File: src/rtl/ppu_pkg.sv
// Shared PPU constants: color/palette widths and palette address layout.
package ppu_pkg;
    localparam int COLOR_W       = 24;
    localparam int PAL_AW        = 5;
    // Address bit that selects the sprite half of the palette
    localparam int SPR_ADDR_BIT  = 4;
    // Palette entry shown where no layer is opaque
    localparam int BACKDROP_ADDR = 0;
endpackage

File: src/rtl/ppu_pixel_mux.sv
// PPU pixel mux: forms background/sprite palette addresses, chooses the
// visible layer by priority, and outputs RGB with delay-matched DE/syncs.
// The palette RAM sits outside this block and has one cycle of read latency.
module ppu_pixel_mux
    import ppu_pkg::*;
#(
    parameter int COLOR_W = ppu_pkg::COLOR_W,
    parameter int PAL_AW  = ppu_pkg::PAL_AW
) (
    input  logic               clk,
    input  logic               rst,
    input  logic               render_en,
    input  logic               pix_valid,
    input  logic               hsync_in,
    input  logic               vsync_in,
    input  logic               frame_start,
    input  logic [1:0]         bg_pal,
    input  logic [1:0]         bg_px,
    input  logic [1:0]         spr_pal,
    input  logic [1:0]         spr_px,
    input  logic               spr_behind,
    input  logic               spr_zero,
    output logic [PAL_AW-1:0]  pal_addr_a,
    output logic [PAL_AW-1:0]  pal_addr_b,
    output logic               palette_en,
    input  logic [COLOR_W-1:0] color_a,
    input  logic [COLOR_W-1:0] color_b,
    output logic [COLOR_W-1:0] rgb_out,
    output logic               de_out,
    output logic               hsync_out,
    output logic               vsync_out,
    output logic               spr0_hit
);

    logic bg_opaque;
    logic spr_opaque;
    logic sel_spr;
    logic hit_now;

    // Stage-1 pipeline registers, aligned with palette read data
    logic s1_sel_spr;
    logic s1_valid;
    logic s1_hsync;
    logic s1_vsync;
    logic s1_render;

    assign bg_opaque  = (bg_px != 2'd0);
    assign spr_opaque = (spr_px != 2'd0);
    assign sel_spr    = spr_opaque && (!spr_behind || !bg_opaque);
    assign hit_now    = pix_valid && render_en && spr_zero && spr_opaque && bg_opaque;
    assign palette_en = render_en;

    // Palette addresses; transparent background falls back to the backdrop entry
    always_comb begin
        pal_addr_a = PAL_AW'(BACKDROP_ADDR);
        if (bg_opaque)
            pal_addr_a = PAL_AW'({bg_pal, bg_px});
        pal_addr_b = PAL_AW'(1 << SPR_ADDR_BIT) | PAL_AW'({spr_pal, spr_px});
    end

    // Stage 1: capture layer choice and timing flags while the palette is read
    always_ff @(posedge clk) begin
        if (rst) begin
            s1_sel_spr <= 1'b0;
            s1_valid   <= 1'b0;
            s1_hsync   <= 1'b0;
            s1_vsync   <= 1'b0;
            s1_render  <= 1'b0;
        end else begin
            s1_sel_spr <= sel_spr;
            s1_valid   <= pix_valid;
            s1_hsync   <= hsync_in;
            s1_vsync   <= vsync_in;
            s1_render  <= render_en;
        end
    end

    // Stage 2: pick palette data; blank when not rendering or outside active video
    always_ff @(posedge clk) begin
        if (rst) begin
            rgb_out   <= '0;
            de_out    <= 1'b0;
            hsync_out <= 1'b0;
            vsync_out <= 1'b0;
        end else begin
            rgb_out   <= (s1_render && s1_valid) ? (s1_sel_spr ? color_b : color_a) : '0;
            de_out    <= s1_valid;
            hsync_out <= s1_hsync;
            vsync_out <= s1_vsync;
        end
    end

    // Sticky sprite-0 hit; a hit in the frame_start cycle keeps it set
    always_ff @(posedge clk) begin
        if (rst)
            spr0_hit <= 1'b0;
        else if (hit_now)
            spr0_hit <= 1'b1;
        else if (frame_start)
            spr0_hit <= 1'b0;
    end

endmodule

File: config.mk
export PLATFORM = sky130hd
export DESIGN_NAME = ppu_pixel_mux
export DESIGN_NICKNAME = d
export VERILOG_FILES = /design/src/rtl/ppu_pkg.sv /design/src/rtl/ppu_pixel_mux.sv
export SDC_FILE = /design/constraint.sdc
export NUM_CORES = 1
export LEC_CHECK = 0
export BUFFER_PORTS_ARGS = -buffer_cell sky130_fd_sc_hd__buf_2
export CELL_PAD_IN_SITES_DETAIL_PLACEMENT = 1
export CELL_PAD_IN_SITES_GLOBAL_PLACEMENT = 2
export CORE_ASPECT_RATIO = 1.4
export CORE_MARGIN = 2
export CORE_UTILIZATION = 21
export DETAILED_ROUTE_END_ITERATION = 6
export GPL_ROUTABILITY_DRIVEN = 0
export PLACE_DENSITY_LB_ADDON = 0.1
export SETUP_SLACK_MARGIN = 0.1
export SKIP_LAST_GASP = 1
export SYNTH_ARGS = -nofsm -noshare
export SYNTH_HDL_FRONTEND = slang
export SYNTH_SLANG_ARGS = --single-unit
File: constraint.sdc
create_clock -name clk -period 2.6 [get_ports clk]
set_input_delay 0.13 -clock clk [delete_from_list [all_inputs] [get_ports clk]]
set_output_delay 0.13 -clock clk [all_outputs]
set_load 0.01 [all_outputs]
Yosys cells after proc, flatten, opt, wreduce, memory -nomap -nowiden
Index checks and enable logic that the tools add are counted.
{"block": "op_classes", "muxes": 4, "n_bitwise": 1, "reduce_logical": 13}
{"cell": "$mux W24", "n": 1}
{"cell": "$logic_and A1 B1 Y1", "n": 6}
{"cell": "$reduce_bool A2 Y1", "n": 3}
{"cell": "$mux W4", "n": 1}
{"cell": "$logic_not A1 Y1", "n": 2}
{"cell": "$mux W1", "n": 2}
{"cell": "$reduce_or A2 Y1", "n": 1}
{"cell": "$logic_or A1 B1 Y1", "n": 1}
{"cell": "$not A1 Y1", "n": 1}
{"block": "word_totals", "regBits": 33, "out_inout_bits": 39, "in_bits": 65, "word_cells": 28}

Longest topological paths before layout
{"block": "depth", "word_depth": 5, "mapped_depth": 4, "mapped_depth_nobuf": 2}

Worst setup path after synthesis
Ideal clock, no wire load.
{"block": "synth_timing", "kind": "reg2reg", "from": "register s1_sel_spr", "to": "register rgb_out[0]", "period_less_slack_ps": 901, "arrival_time_ps": 784, "required_ps": 2483, "setup_time_ps": 117, "path_buffers": 2, "setup_slack_ps": 1699, "stages_incl_launch_ff": 5, "cell_sequence": "dfxtp_1 > buf_6 > buf_12 > mux2i_1 > nor2_1"}
{"block": "synth_between", "elab_chain_len": 1}
{"item": "start: declaration", "line_no": "ppu_pixel_mux.sv:41", "source": "logic s1_sel_spr;"}
{"item": "start signal: assignment", "line_no": "ppu_pixel_mux.sv:70", "source": "s1_sel_spr <= sel_spr;"}
{"item": "$mux W24", "line_no": "ppu_pixel_mux.sv:86", "source": "rgb_out <= (s1_render && s1_valid) ? (s1_sel_spr ? color_b : color_a) : '0;"}
{"item": "end signal: assignment", "line_no": "ppu_pixel_mux.sv:86"}
{"item": "end: declaration", "line_no": "ppu_pixel_mux.sv:28", "source": "output logic [COLOR_W-1:0] rgb_out,"}
No other way between the ends.
A chain may end at the register's enable or synchronous reset.

Worst setup path in the final report
{"block": "layout_timing", "from": "register s1_sel_spr", "to": "register rgb_out[17]"}
The elaborated chain is that of the path after synthesis.

==> metrics <==
status=completed; Initial Util=between 20% and 30%; initial antenna violation count=0; Hold Path Stages=2; IO Count=around 100; Post-DRT Antenna Nets=0; CP peak stage delay=approximately 0.73 ns; Slew headroom=between 50 and 60%; DRC violations left=0; drt total wl=between 3000 and 4000 um; fill cell count=715; Die Height=around 95 um; #FFs+latches synth=33; area of the core=about 5800 um2; worst path cell trace=buf_4, mux2i_1, nor2_1; leakage dissipation=~0.93 nW; Worst Path Max Fanout=14; Post-CTS Hold Buffers=0; syn_nets=180; CTS resizes=0; CTS Buf Count=5; n_diodes=0; largest net degree at the start of global routing=25; number of vias in the routed layout=1118; Yosys cell types=18; most common flop cell mapped by yosys=dfxtp_1; Critical Path Start=s1_sel_spr; # port buffers=97; Multi-input gate area=roughly 460 um2; Fmax=around 0.67 GHz; WP data required=~2.8 ns; clock root cell=clkbuf_8; clock slew at reported path FFs=about 0.080 ns; drt wl/cell=between 10 and 15 um; synthesized instance count=about 120; Worst Tran Pin Value=~0.63 ns; path type of the worst setup path=flop to flop; R2R cell count=3; crit path DAT=around 1.7 ns; register area=approximately 660 um2; Pre-antenna DRT Iters=2; gr usage total=10.5%; Mapped Area=around 1200 um2; RSZ-0062 raised after global routing=no; Hold WC Path Type=input pin to flop; Finished Cell Area=~1800 um2; Startpoint Class=flop; placed cells=roughly 270; count of pins over their slew limit=0; Post-synth EDFFs=0; CTS tree=yes; HPWL Detailed=roughly 2800 um; setup tns final=0 ns; PD cells=between 500 and 600 nW/um2; worst vdd ir=about 270 uV; area growth from synthesis to layout=43.4%; die boundary width=a little under 70 um; Async SR Flop Fraction=0%; Yosys top cell area share=roughly 53%; total of max-cap violations=0; Hold Crit Start=frame_start; Slowest-stage cell, CP=dfxtp_1; Crit Reg-Reg Startpoint=s1_sel_spr; layout cells sized above 1=between 50% and 60%; vias in the first global route=1202; grt ovf=0; Critical Path End Type=flop; final net count=270; DR iter-0 viols=21; clock skew=approximately 0.0074 ns; Worst-Skew Late Latency=about 0.28 ns; die area=~6600 um2; clk buf depth=2; Min Clock Period, post-route=~1.5 ns; most numerous cell in the Yosys netlist=dfxtp_1; area leader, netlist=dfxtp_1; mean post-synth cell area=~11 um2; htree depth=2; mean number of vias per cell=4.05; Finish-stage setup viols=0; Cell Area, Placed=1700 um2; sequential fraction of the synthesis area=a little over half; synth cell count leaders=dfxtp_1, nor2_1, mux2i_1, buf_4, nor2b_1; Finished Layout Cells=276; YS warnings=0; row count=33; buffer count from post-CTS setup fixing=0; clock sink count=33; Synth area leaders=dfxtp_1, mux2i_1, nor2_1; Final period util=between 50% and 60%; first-pass GRT wire length=about 5400 um; Final Hold Viols=0
## worst max-delay path: cells and delay by family, from the launching register on
kind,cells,cell delay (ns)
DFF,1,0.73
buffers and inverters,1,0.37
muxes,1,0.22
and+or+nand+nor,1,0.06
## layer usage
metal	track usage, %	routed length, um
met5	0	0
met4	4.41	60
met3	3.81	243
met2	19.8	1950
met1	10.3	1220
## state kept, by name (all words and copies together), names as in the netlist
| name | cells |
|---|---|
| s1_hsync | 1 |
| s1_vsync | 1 |
| s1_sel_spr | 1 |
| vsync_out | 1 |
| s1_valid | 1 |
| spr0_hit | 1 |
| rgb_out | 24 |
| hsync_out | 1 |
| de_out | 1 |
| s1_render | 1 |
## power by group
part / switching [mW] / internal (mW)
Combinational: 0.0511 / 0.0701
Sequential: 0.00886 / 0.516
Clock: 0.195 / 0.185
Total: 0.254 / 0.771
## final timing paths
| check | endpoint | slack (ns) |
|---|---|---|
| hold reg to reg | hsync_out | 0.46 |
| hold / removal | spr0_hit | 0.04 |
| setup / recovery | rgb_out[17] | 1.10 |
| setup reg to reg | rgb_out[17] | 1.10 |
## cell type report
class | count | area share (%)
Clock buffer | 5 | 3.84
Clock inverter | 3 | 0.978
Inverter | 1 | 0.210
Multi-Input combinational cell | 66 | 25.6
Sequential cell | 33 | 36.9
Tap cell | 70 | 4.89
Timing Repair Buffer | 98 | 27.5
## cell families (layout without fill, tap and decap cells)
| group | after synthesis | after routing | share of synthesized area, % |
|---|---|---|---|
| and+or+nand+nor | 35 | 35 | 13.9 |
| AOI/OAI and AO/OA | 5 | 5 | 3.01 |
| DFF | 33 | 33 | 52.9 |
| buffers and inverters | 16 | 107 | 10.3 |
| other | 2 | 2 | 0.601 |
| muxes | 24 | 24 | 19.2 |
## through the flow
| step | utilization (%) | hold slack, ns | worst slack [ns] | total power, mW |
|---|---|---|---|---|
| after detailed placement | 29.3 | 0.260 | 1.06 | 0.661 |
| after global routing | 30.8 | 0.0409 | 0.963 | 1.08 |
| after global placement | 29.3 | 0.260 | 1.15 | 0.657 |
| after floorplan | - | 0.248 | 1.70 | 0.610 |
| after CTS | 30.8 | 0.0359 | 1.06 | 1.05 |
| final | 30.8 | 0.0439 | 1.10 | 1.03 |
## layout by cell type (no fill, tap or decap), types with 2 or more instances in the layout
cell type  netlist  final
mux2i_1         24     24
clkbuf_8         0      5
nor2_1          25     25
and2b_1          2      2
dfxtp_1         33     33
conb_1           2      2
clkinv_2         0      2
o21a_1           3      3
buf_2            2     97
nor2b_1          5      5
Note: power is estimated with default switching activity, not from simulation.
